===== src/rtl/arb_types.sv =====
// Shared types and defaults for the I/D cache line-port arbiter.
package arb_types;

    localparam int unsigned LINE_W_DEF     = 256;
    localparam int unsigned ADDR_W_DEF     = 32;
    localparam int unsigned STARVE_MAX_DEF = 8;

    typedef enum logic [1:0] {
        IDLE   = 2'd0,
        BUSY_I = 2'd1,
        BUSY_D = 2'd2,
        DONE   = 2'd3
    } arb_state_t;

    typedef enum logic [1:0] {
        GNT_NONE = 2'd0,
        GNT_I    = 2'd1,
        GNT_D    = 2'd2
    } grant_t;

endpackage


===== src/rtl/arb_starve_ctr.sv =====
// Saturating count of arbitrations the I-cache lost to the D-cache.
module arb_starve_ctr #(
    parameter int unsigned MAX = 8
) (
    input  logic clk,
    input  logic rst,
    input  logic inc_i,
    input  logic clr_i,
    output logic sat_o
);

    localparam int unsigned CNT_W = $clog2(MAX + 1);

    logic [CNT_W-1:0] cnt_q, cnt_d;

    always_comb begin
        cnt_d = cnt_q;
        if (clr_i) begin
            cnt_d = '0;
        end else if (inc_i && (cnt_q != CNT_W'(MAX))) begin
            cnt_d = cnt_q + CNT_W'(1);
        end
    end

    always_ff @(posedge clk) begin
        if (!rst) begin
            cnt_q <= '0;
        end else begin
            cnt_q <= cnt_d;
        end
    end

    assign sat_o = (cnt_q == CNT_W'(MAX));

endmodule


===== src/rtl/cache_arbiter.sv =====
// Shares the physical-memory line port between I-cache and D-cache.
// Optional performance counters are enabled with macro ARB_PERF_EN.
module cache_arbiter
    import arb_types::*;
#(
    parameter int unsigned LINE_W     = LINE_W_DEF,
    parameter int unsigned ADDR_W     = ADDR_W_DEF,
    parameter int unsigned STARVE_MAX = STARVE_MAX_DEF
) (
    input  logic              clk,
    input  logic              rst,
    input  logic              i_read,
    input  logic [ADDR_W-1:0] i_addr,
    output logic [LINE_W-1:0] i_rdata,
    output logic              i_resp,
    input  logic              d_read,
    input  logic              d_write,
    input  logic [ADDR_W-1:0] d_addr,
    input  logic [LINE_W-1:0] d_wdata,
    output logic [LINE_W-1:0] d_rdata,
    output logic              d_resp,
    output logic              pmem_read,
    output logic              pmem_write,
    output logic [ADDR_W-1:0] pmem_addr,
    output logic [LINE_W-1:0] pmem_wdata,
    input  logic [LINE_W-1:0] pmem_rdata,
    input  logic              pmem_resp
`ifdef ARB_PERF_EN
    ,
    output logic [31:0]       perf_i_grants,
    output logic [31:0]       perf_d_grants,
    output logic [31:0]       perf_i_wait
`endif
);

    arb_state_t        state_q, state_d;
    grant_t            grant;
    logic              pmem_read_q, pmem_read_d;
    logic              pmem_write_q, pmem_write_d;
    logic [ADDR_W-1:0] pmem_addr_q, pmem_addr_d;
    logic [LINE_W-1:0] pmem_wdata_q, pmem_wdata_d;
    logic              d_req;
    logic              resp_ok;
    logic              starve_sat;

    assign d_req   = d_read | d_write;
    // A response arriving while reset is asserted belongs to an aborted transfer.
    assign resp_ok = pmem_resp & rst;

    always_comb begin
        state_d      = state_q;
        grant        = GNT_NONE;
        pmem_read_d  = pmem_read_q;
        pmem_write_d = pmem_write_q;
        pmem_addr_d  = pmem_addr_q;
        pmem_wdata_d = pmem_wdata_q;
        i_resp       = 1'b0;
        d_resp       = 1'b0;
        i_rdata      = '0;
        d_rdata      = '0;
        case (state_q)
            IDLE: begin
                if (d_req && (!i_read || !starve_sat)) begin
                    grant        = GNT_D;
                    state_d      = BUSY_D;
                    pmem_addr_d  = d_addr;
                    pmem_wdata_d = d_wdata;
                    // Read+write together is treated as a writeback.
                    pmem_write_d = d_write;
                    pmem_read_d  = d_read & ~d_write;
                end else if (i_read) begin
                    grant        = GNT_I;
                    state_d      = BUSY_I;
                    pmem_addr_d  = i_addr;
                    pmem_wdata_d = '0;
                    pmem_read_d  = 1'b1;
                    pmem_write_d = 1'b0;
                end
            end
            BUSY_I: begin
                if (resp_ok) begin
                    i_resp       = 1'b1;
                    i_rdata      = pmem_rdata;
                    pmem_read_d  = 1'b0;
                    pmem_write_d = 1'b0;
                    state_d      = DONE;
                end
            end
            BUSY_D: begin
                if (resp_ok) begin
                    d_resp       = 1'b1;
                    d_rdata      = pmem_rdata;
                    pmem_read_d  = 1'b0;
                    pmem_write_d = 1'b0;
                    state_d      = DONE;
                end
            end
            DONE:    state_d = IDLE;
            default: state_d = IDLE;
        endcase
    end

    always_ff @(posedge clk) begin
        if (!rst) begin
            state_q      <= IDLE;
            pmem_read_q  <= 1'b0;
            pmem_write_q <= 1'b0;
            pmem_addr_q  <= '0;
            pmem_wdata_q <= '0;
        end else begin
            state_q      <= state_d;
            pmem_read_q  <= pmem_read_d;
            pmem_write_q <= pmem_write_d;
            pmem_addr_q  <= pmem_addr_d;
            pmem_wdata_q <= pmem_wdata_d;
        end
    end

    assign pmem_read  = pmem_read_q;
    assign pmem_write = pmem_write_q;
    assign pmem_addr  = pmem_addr_q;
    assign pmem_wdata = pmem_wdata_q;

    arb_starve_ctr #(
        .MAX(STARVE_MAX)
    ) u_starve (
        .clk  (clk),
        .rst  (rst),
        .inc_i((grant == GNT_D) && i_read),
        .clr_i(grant == GNT_I),
        .sat_o(starve_sat)
    );

`ifdef ARB_PERF_EN
    always_ff @(posedge clk) begin
        if (!rst) begin
            perf_i_grants <= '0;
            perf_d_grants <= '0;
            perf_i_wait   <= '0;
        end else begin
            if (grant == GNT_I) perf_i_grants <= perf_i_grants + 32'd1;
            if (grant == GNT_D) perf_d_grants <= perf_d_grants + 32'd1;
            if (i_read && (state_q != BUSY_I)) perf_i_wait <= perf_i_wait + 32'd1;
        end
    end
`endif

endmodule


===== config.mk =====
export PLATFORM = sky130hd
export DESIGN_NAME = cache_arbiter
export DESIGN_NICKNAME = d
export VERILOG_FILES = /design/src/rtl/arb_types.sv /design/src/rtl/arb_starve_ctr.sv /design/src/rtl/cache_arbiter.sv
export SDC_FILE = /design/constraint.sdc
export NUM_CORES = 1
export LEC_CHECK = 0
export BUFFER_PORTS_ARGS = -buffer_cell sky130_fd_sc_hd__buf_2
export CAP_MARGIN = 20
export CORE_AREA = 5 5 530 532
export CTS_CLUSTER_DIAMETER = 30
export CTS_CLUSTER_SIZE = 16
export DETAILED_ROUTE_END_ITERATION = 7
export DIE_AREA = 0 0 535 537
export PLACE_DENSITY = 0.3
export SYNTH_ARGS = -nofsm -noshare
export SYNTH_HDL_FRONTEND = slang
export SYNTH_SLANG_ARGS = --single-unit

===== constraint.sdc =====
create_clock -name clk -period 2.3 [get_ports clk]
set_clock_uncertainty 0.05 [all_clocks]
set_input_delay 0.23 -clock clk [delete_from_list [all_inputs] [get_ports clk]]
set_output_delay 0.23 -clock clk [all_outputs]
set_load 0.005 [all_outputs]

# --- After elaboration in Yosys (flattened, before gate mapping) ---
# Cells that the tools add are included.
word_totals:
  reg_bits: 296
  inputBits: 582
  output_inout_bits: 804
  wordCells: 59
op_classes:
  add_sub_neg: 1
  n_eq_ne: 9
  mux: 24
  bitwise_logic: 5
  n_reduce_logical: 14
op_table:
  columns: ["op", "n"]
  rows:
  - ["256-bit 2-to-1 mux", 5]
  - ["32-bit 2-to-1 mux", 2]
  - ["2-bit 2-to-1 mux", 5]
  - ["1-bit 2-to-1 mux", 9]
  - ["2-bit == test (second input constant)", 3]
  - ["2-bit case mux with 3 select lines", 1]
  - ["4-bit by 1-bit adder with 4-bit output (second input constant)", 1]
  - ["2-bit by 1-bit == test with 1-bit output (second input constant)", 2]
  - ["4-bit == test (second input constant)", 1]
  - ["4-bit != test (second input constant)", 1]
  - ["1-bit case mux with 2 select lines", 2]
  - ["2-bit AND reduction", 2]
  - ["2-bit nonzero test", 2]
  - ["2-bit OR reduction", 2]
  - ["1-bit logical AND", 3]
  - ["3-bit != test (second input constant)", 1]
  - ["3-bit AND reduction", 1]
  - ["1-bit bitwise AND", 2]
  - ["1-bit logical NOT", 2]
  - ["2-bit logical NOT", 1]
  - ["2-bit by 1-bit != test with 1-bit output (second input constant)", 1]
  - ["1-bit inverter", 2]
  - ["1-bit logical OR", 1]
  - ["1-bit OR", 1]

# --- Depth between registers and ports, before layout ---
# Gate-level depths: netlist (run 1).
depth:
  ltp_word: 9
  ltp_mapped: 8
  depth_no_buf: 5

# --- Modules after synthesis ---
# A second synthesis (run 1) with hierarchy kept.
hier_totals:
  cells_unflattened: 1671
  hier_area_um2: 14386.3
by_module_without_submodules:
  columns: ["mod", "instances", "cells_each", "area_each_um2", "seq_area_each_um2"]
  rows:
  - ["cache_arbiter", 1, 1646, 14168.6, 5845.6]
  - ["arb_starve_ctr", 1, 25, 217.7, 80.1]

# --- Worst setup path before layout (run 1) ---
# OpenSTA, ideal clock, no wires.
synth_timing:
  kind: "register -> output"
  startpoint: "register state_q[0]"
  endpoint: "output port d_rdata[100]"
  t_arrival_ns: 1.433
  required_ns: 2.020
  path_slack_ns: 0.587
  stages_incl_launch_ff: 8
  n_path_buf: 3
  path_cell_list: "dfxtp_1 > inv_1 > ha_1 > and3_1 > clkbuf_1 > clkbuf_1 > clkbuf_1 > and2_1"
synth_between:
  elab_chain_len: 2
synth_lines:
  columns: ["element", "line", "rtl"]
  rows:
  - ["start, declared", "cache_arbiter.sv:36", "arb_state_t state_q, state_d;"]
  - ["start signal, assigned", "cache_arbiter.sv:111", "state_q <= state_d;"]
  - ["2-bit == test", "cache_arbiter.sv:61", "case (state_q)"]
  - ["256-bit 2-to-1 mux", "cache_arbiter.sv:61", null]
  - ["end, declared", "cache_arbiter.sv:20", "output logic [LINE_W-1:0] d_rdata,"]
# No other way between the ends.

# --- Worst setup path after layout (run 1) ---
layout_timing:
  startpoint: "register state_q[0]"
  endpoint: "output port i_rdata[75]"
layout_between:
  elab_chain_len: 2
layout_lines:
  columns: ["element", "line", "rtl"]
  rows:
  - ["2-bit by 1-bit == test with 1-bit output", "cache_arbiter.sv:61", null]
  - ["256-bit 2-to-1 mux", "cache_arbiter.sv:61", null]
  - ["end, declared", "cache_arbiter.sv:14", "output logic [LINE_W-1:0] i_rdata,"]
# No other way between the ends.

==> results of run 1 <==
==> per-layer routing <==
layer  GRT usage  vias to the layer above  wire, µm
met4      0.0430                       18      9230
met5     0.00263                        -       199
met3      0.0491                      446     21100
li1            -                     8471         -
met2       0.202                     1492     86600
met1       0.128                     9169     68600
==> Yosys cell counts (all sizes together) (2+ instances only) <==
library cell,instances
nand4,3
ha,6
nor2,6
a31oi,33
or2,2
o31a,2
o31ai,2
o21ai,65
a22o,256
buf,59
and2,512
dfxtp,296
nand2,4
inv,8
clkbuf,81
a21oi,2
and3,5
nand3,34
==> worst max-delay path by stage <==
stage	endpoint	slack [ps]	start	cells after the start
floorplan	d_rdata[100]	590	state_q[0]$_SDFFE_PN0P_	7
global placement	d_rdata[110]	90	state_q[0]$_SDFFE_PN0P_	7
detailed placement	d_rdata[110]	140	state_q[0]$_SDFFE_PN0P_	7
CTS	i_rdata[75]	-370	state_q[0]$_SDFFE_PN0P_	7
global route	i_rdata[75]	-370	state_q[0]$_SDFFE_PN0P_	7
finish	i_rdata[75]	-290	state_q[0]$_SDFFE_PN0P_	7
==> cell type report <==
type | count | area, µm²
clock inverter | 36 | 449
clock buffer | 108 | 2300
sequential | 296 | 5930
antenna | 30 | 75.1
fill | 31737 | 242000
inverter | 8 | 30.0
timing repair buffer | 1824 | 13100
multi-input combinational | 948 | 6950
tap | 3705 | 4640
==> repair_timing <==
item / in CTS / in global routing
gates resized for setup: 186 / 221
hold buffers: 324 / 0
endpoints found under the setup margin: 513 / 514
cloned: 16 / 23
pin swaps: 40 / 63
buffers inserted: 15 / 6
endpoints found under the hold margin: 295 / 0
==> through the flow <==
stage                     instances  setup WS (ps)  hold slack (ps)  area [µm²]
after detailed placement       6404            139              399       24700
after CTS                      6903           -372             9.92       32100
final                          6955           -293             98.7       33500
after global routing           6934           -368             72.7       33400
after global placement         6404           93.4              399       24700
after floorplan                1392            587              313       13200
==> cell families (layout without fill, tap and decap cells) <==
| logic type | Yosys count | count (layout) | synth area share |
|---|---|---|---|
| buffers and inverters | 148 | 1976 | 0.0591 |
| adder cells (fa/ha/maj) | 6 | 6 | 0.00568 |
| AND/OR/NAND/NOR | 574 | 574 | 0.269 |
| other | 0 | 30 | 0 |
| flip-flops | 296 | 296 | 0.448 |
| AO/OA/AOI/OAI | 368 | 368 | 0.218 |
==> worst register-to-register path, delay by kind of cell (launching register included) <==
family	cells	cell delay, ps
compound gates	1	240
fa+ha+maj	1	190
buf+inv	5	930
flops	1	330
simple gates	1	330
==> sequential cells by signal, summed over array words and instances, names as in the netlist <==
signal          flops
pmem_addr          32
pmem_write          1
pmem_wdata        256
pmem_read           1
u_starve.cnt_q      4
state_q             2
==> where the power goes <==
group | switching (mW) | internal (mW)
Sequential | 0.774 | 6.55
Clock | 3.60 | 7.74
Combinational | 5.37 | 4.15
==> summary.txt, run 1 <==
Status
  • Status: complete, but fails checks
  • Failing checks: setup timing

Power
  • Total power draw: 28.2 mW
  • Worst vdd ir: 0.000622 V
  • Power Dens Cells: between 800 and 900 mW/mm²
  • Leakage power: 15.7 nW

Clocking
  • CTS Sinks: 296
  • Cts bufs inserted: 78
  • Clock latency on the worst-skew pair: 640 ps
  • CTS tree: built
  • Worst-path clk slew: approximately 40 ps
  • Max clock buf depth: 3
  • H-tree Lvls: 3
  • Clk root buf: clkbuf_16

Drt
  • Final wirelength: 186 mm
  • Via count: 19.6k
  • 1st-pass router iterations: 4
  • Avg WL per Cell: 26.7 µm
  • Vias per inst: 2.82
  • Antenna Nets Post-Route: 0
  • Drt initial violations: 1046
  • DRC errors left: 0

Floorplan
  • Die W: 535 µm
  • Effective utilization at floorplan: 0.0480
  • Die area: 0.287 mm²
  • Site row count: slightly below 200
  • I/O pin count: 1386
  • Die Height: around 540 µm
  • Area of the core: 0.276 mm²

STA
  • Min cycle time layout: roughly 2600 ps
  • Worst-Margin Slew: between 700 and 800 ps
  • Fin. Hold Viols: 0
  • Setup ws final: -293 ps
  • Crit share post-route: 1.13
  • RSZ-0062 raised after global routing: yes
  • Final setup violation count: 512
  • Slew HR: 0.508
  • Setup TNS: -73800 ps
  • Fmax: 386 MHz
  • Fin. max-slew vios: 0

Synth
  • Post-Syn Nets: 1980
  • Area leader, netlist: dfxtp_1
  • Post-Syn Instances: between 1k and 1.5k
  • Top_reg_cell synth: dfxtp_1
  • Synthesized flop and latch total: 296
  • Sequential-to-total area share from yosys stat: 0.448
  • Number of flops mapped to enable cells by yosys: 0
  • Post-Syn Area: 0.0132 mm²
  • YS warnings: 0
  • Synth area leaders: dfxtp_1, and2_1, a22o_1, o21ai_0, clkbuf_1
  • Ys async rst share: 0
  • Synth top area share: 0.448
  • Synth cell types: 38
  • Mean area per synthesized cell: 9.49 µm²

Cells and area
  • Finished Core Util: 0.121
  • Most frequent cells in the layout: buf_2, and2_1, dlygate4sd3_1, dfxtp_1, a22o_1
  • Area growth, synth to finish: 153%
  • Layout Nets: 3744
  • Commonest non-fill, non-tap cell in the layout: buf_2
  • Layout cells sized above 1: 0.561

Critical path
  • CP Class: reg2out
  • R2R cell count: 8
  • R2r setup slk: 170 ps
  • Critical path startpoint category: flip-flop
  • Reg-to-Reg Start: state_q[0]$_SDFFE_PN0P_
  • Reg-to-Reg End: pmem_wdata[103]$_SDFFE_PN0P_
  • Cell family with the largest share of critical-path delay: buffers and inverters
  • Slowest Stage Delay on Critical Path: 340 ps
  • Critical path arrival: 2310 ps
  • CP dominant cell by count: buf_16
  • CP max FO: 19
  • Cells along the critical path: buf_6 > ha_4 > and3_4 > buf_16 > buf_16 > and2_1 > buf_2
  • Crit. End Element: output pin
  • Crit path buf inv count: 4
  • CP max-delay cell: dfxtp_2
  • Req. time, crit path: 2020 ps

Global route
  • Pin count of the biggest net entering global routing: 89
  • Number of global-route vias before repair: 19.7k
  • First-pass GRT wire length: 219 mm
  • Initial antenna violation count: 175
  • Gr usage total: 0.117
  • Total grt overflow: 0

Worst hold path
  • Hold_sp: rst
  • Hold Crit Endpoint: pmem_read$_SDFFE_PN0P_
  • WHS Path Cells: 3
  • Worst Hold Class: in2reg

Placement
  • Post-DP HPWL: 153 mm
  • GPL Wtd Cong: just over 0.9
  • I/O Buffers: ~1.4k

Job
  • Maxcap violations: 0
(Power assumes the default switching activity.)
==> run 2, diff against run 1 <==
--- a/config.mk
+++ b/config.mk
@@ -7,11 +7,13 @@
 export LEC_CHECK = 0
 export BUFFER_PORTS_ARGS = -buffer_cell sky130_fd_sc_hd__buf_2
 export CAP_MARGIN = 20
-export CORE_AREA = 5 5 530 532
+export CELL_PAD_IN_SITES_DETAIL_PLACEMENT = 1
+export CELL_PAD_IN_SITES_GLOBAL_PLACEMENT = 1
+export CORE_AREA = 5 5 539 541
 export CTS_CLUSTER_DIAMETER = 30
 export CTS_CLUSTER_SIZE = 16
 export DETAILED_ROUTE_END_ITERATION = 7
-export DIE_AREA = 0 0 535 537
+export DIE_AREA = 0 0 544 546
 export PLACE_DENSITY = 0.3
 export SYNTH_ARGS = -nofsm -noshare
 export SYNTH_HDL_FRONTEND = slang
==> run 2 against run 1 <==
The flow still finishes with violations (setup timing). Flip-flop and latch count stayed put. Die area is 3.4% higher. Non-clock buffer count is 7 higher. First-iteration DRC count is 12% lower. Register-to-register slack worse by 140 ps. Highest routed layer unchanged.
==> summary.txt, run 2 (synthesis gave the netlist of run 1 again) <==
Clocking
  • CTS Sinks: 296
  • Max clock buf depth: 3
  • Clk root buf: clkbuf_16
  • H-tree Lvls: 3
  • Cts bufs inserted: 93
  • Clock latency on the worst-skew pair: about 660 ps
  • CTS tree: built
  • Worst-path clk slew: 40 ps

Global route
  • Number of global-route vias before repair: 20.8k
  • Gr usage total: 0.121
  • First-pass GRT wire length: 234 mm
  • Initial antenna violation count: 159
  • Pin count of the biggest net entering global routing: 80
  • Total grt overflow: 0

Cells and area
  • Area growth, synth to finish: 153%
  • Layout cells sized above 1: 0.545
  • Commonest non-fill, non-tap cell in the layout: buf_2
  • Layout Nets: 3766
  • Number of flip-flops in the largest register: 256
  • Design Area, Final: 0.0335 mm²
  • Most frequent cells in the layout: buf_2, and2_1, dlygate4sd3_1, dfxtp_1, a22o_1

Floorplan
  • Die area: 0.297 mm²
  • Die Height: 546 µm
  • Die W: 544 µm
  • Site row count: 196
  • Effective utilization at floorplan: 0.0465
  • Area of the core: approximately 0.28 mm²
  • I/O pin count: 1386

Placement
  • GPL Wtd Cong: 0.816
  • Dpl cell area: between 0.02 and 0.025 mm²
  • I/O Buffers: 1385
  • Post-DP HPWL: roughly 160 mm

STA
  • Fmax: ~390 MHz
  • Setup ws final: -293 ps
  • Worst-Margin Slew: 671 ps
  • Min cycle time layout: 2590 ps
  • RSZ-0062 raised after global routing: yes
  • Final setup violation count: about 510
  • Fin. Hold Viols: 0
  • Slew HR: 0.552
  • Fin. max-slew vios: 0
  • Setup TNS: -106310 ps
  • Crit share post-route: 1.13

Worst hold path
  • WHS Path Cells: 3
  • Hold_sp: rst
  • Hold Crit Endpoint: pmem_read$_SDFFE_PN0P_
  • Worst Hold Class: in2reg

Critical path
  • Reg-to-Reg Start: state_q[0]$_SDFFE_PN0P_
  • CP Class: reg2out
  • Crit. End Element: output pin
  • Critical path arrival: 2310 ps
  • CP max FO: 6
  • R2r setup slk: 30 ps
  • Critical path startpoint category: flip-flop
  • Req. time, crit path: 2020 ps
  • Reg-to-Reg End: pmem_write$_SDFFE_PN0P_
  • R2R cell count: 8

Power
  • Worst vdd ir: 0.000466 V
  • Power Dens Cells: 879 mW/mm²
  • Leakage power: 15.8 nW
  • Total power draw: 29.4 mW

Drt
  • DRC errors left: 0
  • Vias per inst: 2.76
  • Avg WL per Cell: roughly 27 µm
  • Drt initial violations: 921
  • Via count: around 19k
  • 1st-pass router iterations: 5
  • Antenna Nets Post-Route: 0
  • Final wirelength: around 190 mm

Status
  • Failing checks: setup timing
  • Status: complete, but fails checks

Job
  • Maxcap violations: 0
[run 2: cell count changes in the layout (fill, tap and decap cells not counted), moves of 4 or more]
cell | previous run | this run
buf_6 | 170 | 102
buf_8 | 9 | 5
and2_1 | 352 | 404
clkbuf_1 | 10 | 18
diode_2 | 30 | 51
clkinv_2 | 16 | 4
and2_4 | 157 | 108
buf_4 | 40 | 46
clkbuf_16 | 98 | 112
buf_2 | 1221 | 1287
clkbuf_8 | 17 | 23
[run 2: layer usage]
metal,global-route usage,routed length [µm]
met5,0,13
met4,0.0380,7810
met3,0.0539,21200
met2,0.223,96500
met1,0.121,66500
[run 2: per-stage QoR]
stage | std cells | hold slack (ps) | util | setup WS [ps]
global placement | 6461 | 400 | 0.0874 | 80.5
CTS | 6977 | 52.1 | 0.113 | -419
floorplan | 1392 | 313 | - | 587
finish | 7054 | 149 | 0.118 | -293
detailed placement | 6461 | 399 | 0.0874 | 56.1
global route | 7041 | 100 | 0.118 | -405
[run 2: repair_timing]
| item | 4_1_cts | 5_1_grt |
|---|---|---|
| setup endpoints to repair | 516 | 611 |
| buffers inserted | 23 | 13 |
| pin swaps | 19 | 25 |
| hold buffers | 325 | 0 |
| hold endpoints to repair | 294 | 0 |
| resized for setup | 111 | 177 |
| cloned | 12 | 19 |
[run 2: layout make-up]
type                    count  area, µm²
inverters                   8       32.5
flip-flops and latches    296       5930
fillers                 33790     251000
well taps                3762       4710
diodes                     51        128
multi-input cells         948       6820
repair buffers           1831      12800
clock buffers             135       2740
clock inverters            23        348
[run 2: worst max-delay path by stage]
stage / to / depth (start not counted) / slack (ps) / from
3_3_place_gp: pmem_wdata[150]$_SDFFE_PN0P_ / 7 / 80 / u_starve.cnt_q[0]$_SDFFE_PP0P_
2_1_floorplan: d_rdata[100] / 7 / 590 / state_q[0]$_SDFFE_PN0P_
4_1_cts: i_rdata[94] / 7 / -420 / state_q[0]$_SDFFE_PN0P_
6_report: d_rdata[172] / 9 / -290 / state_q[0]$_SDFFE_PN0P_
3_5_place_dp: pmem_wdata[229]$_SDFFE_PN0P_ / 7 / 60 / u_starve.cnt_q[0]$_SDFFE_PP0P_
5_1_grt: i_rdata[71] / 7 / -400 / state_q[0]$_SDFFE_PN0P_
[run 2: report_power, final]
part	switching, mW	total [mW]	internal [mW]
sequential	0.863	7.42	6.56
clock	3.90	12.5	8.59
combinational	5.43	9.50	4.07
[run 2: worst max-delay path, stage by stage, from the launching register on]
cell	delay, ps
dfxtp_4	350
inv_4	40
ha_4	150
and3_4	160
buf_16	160
buf_16	160
buf_12	150
clkbuf_16	160
and2_4	170
buf_6	110
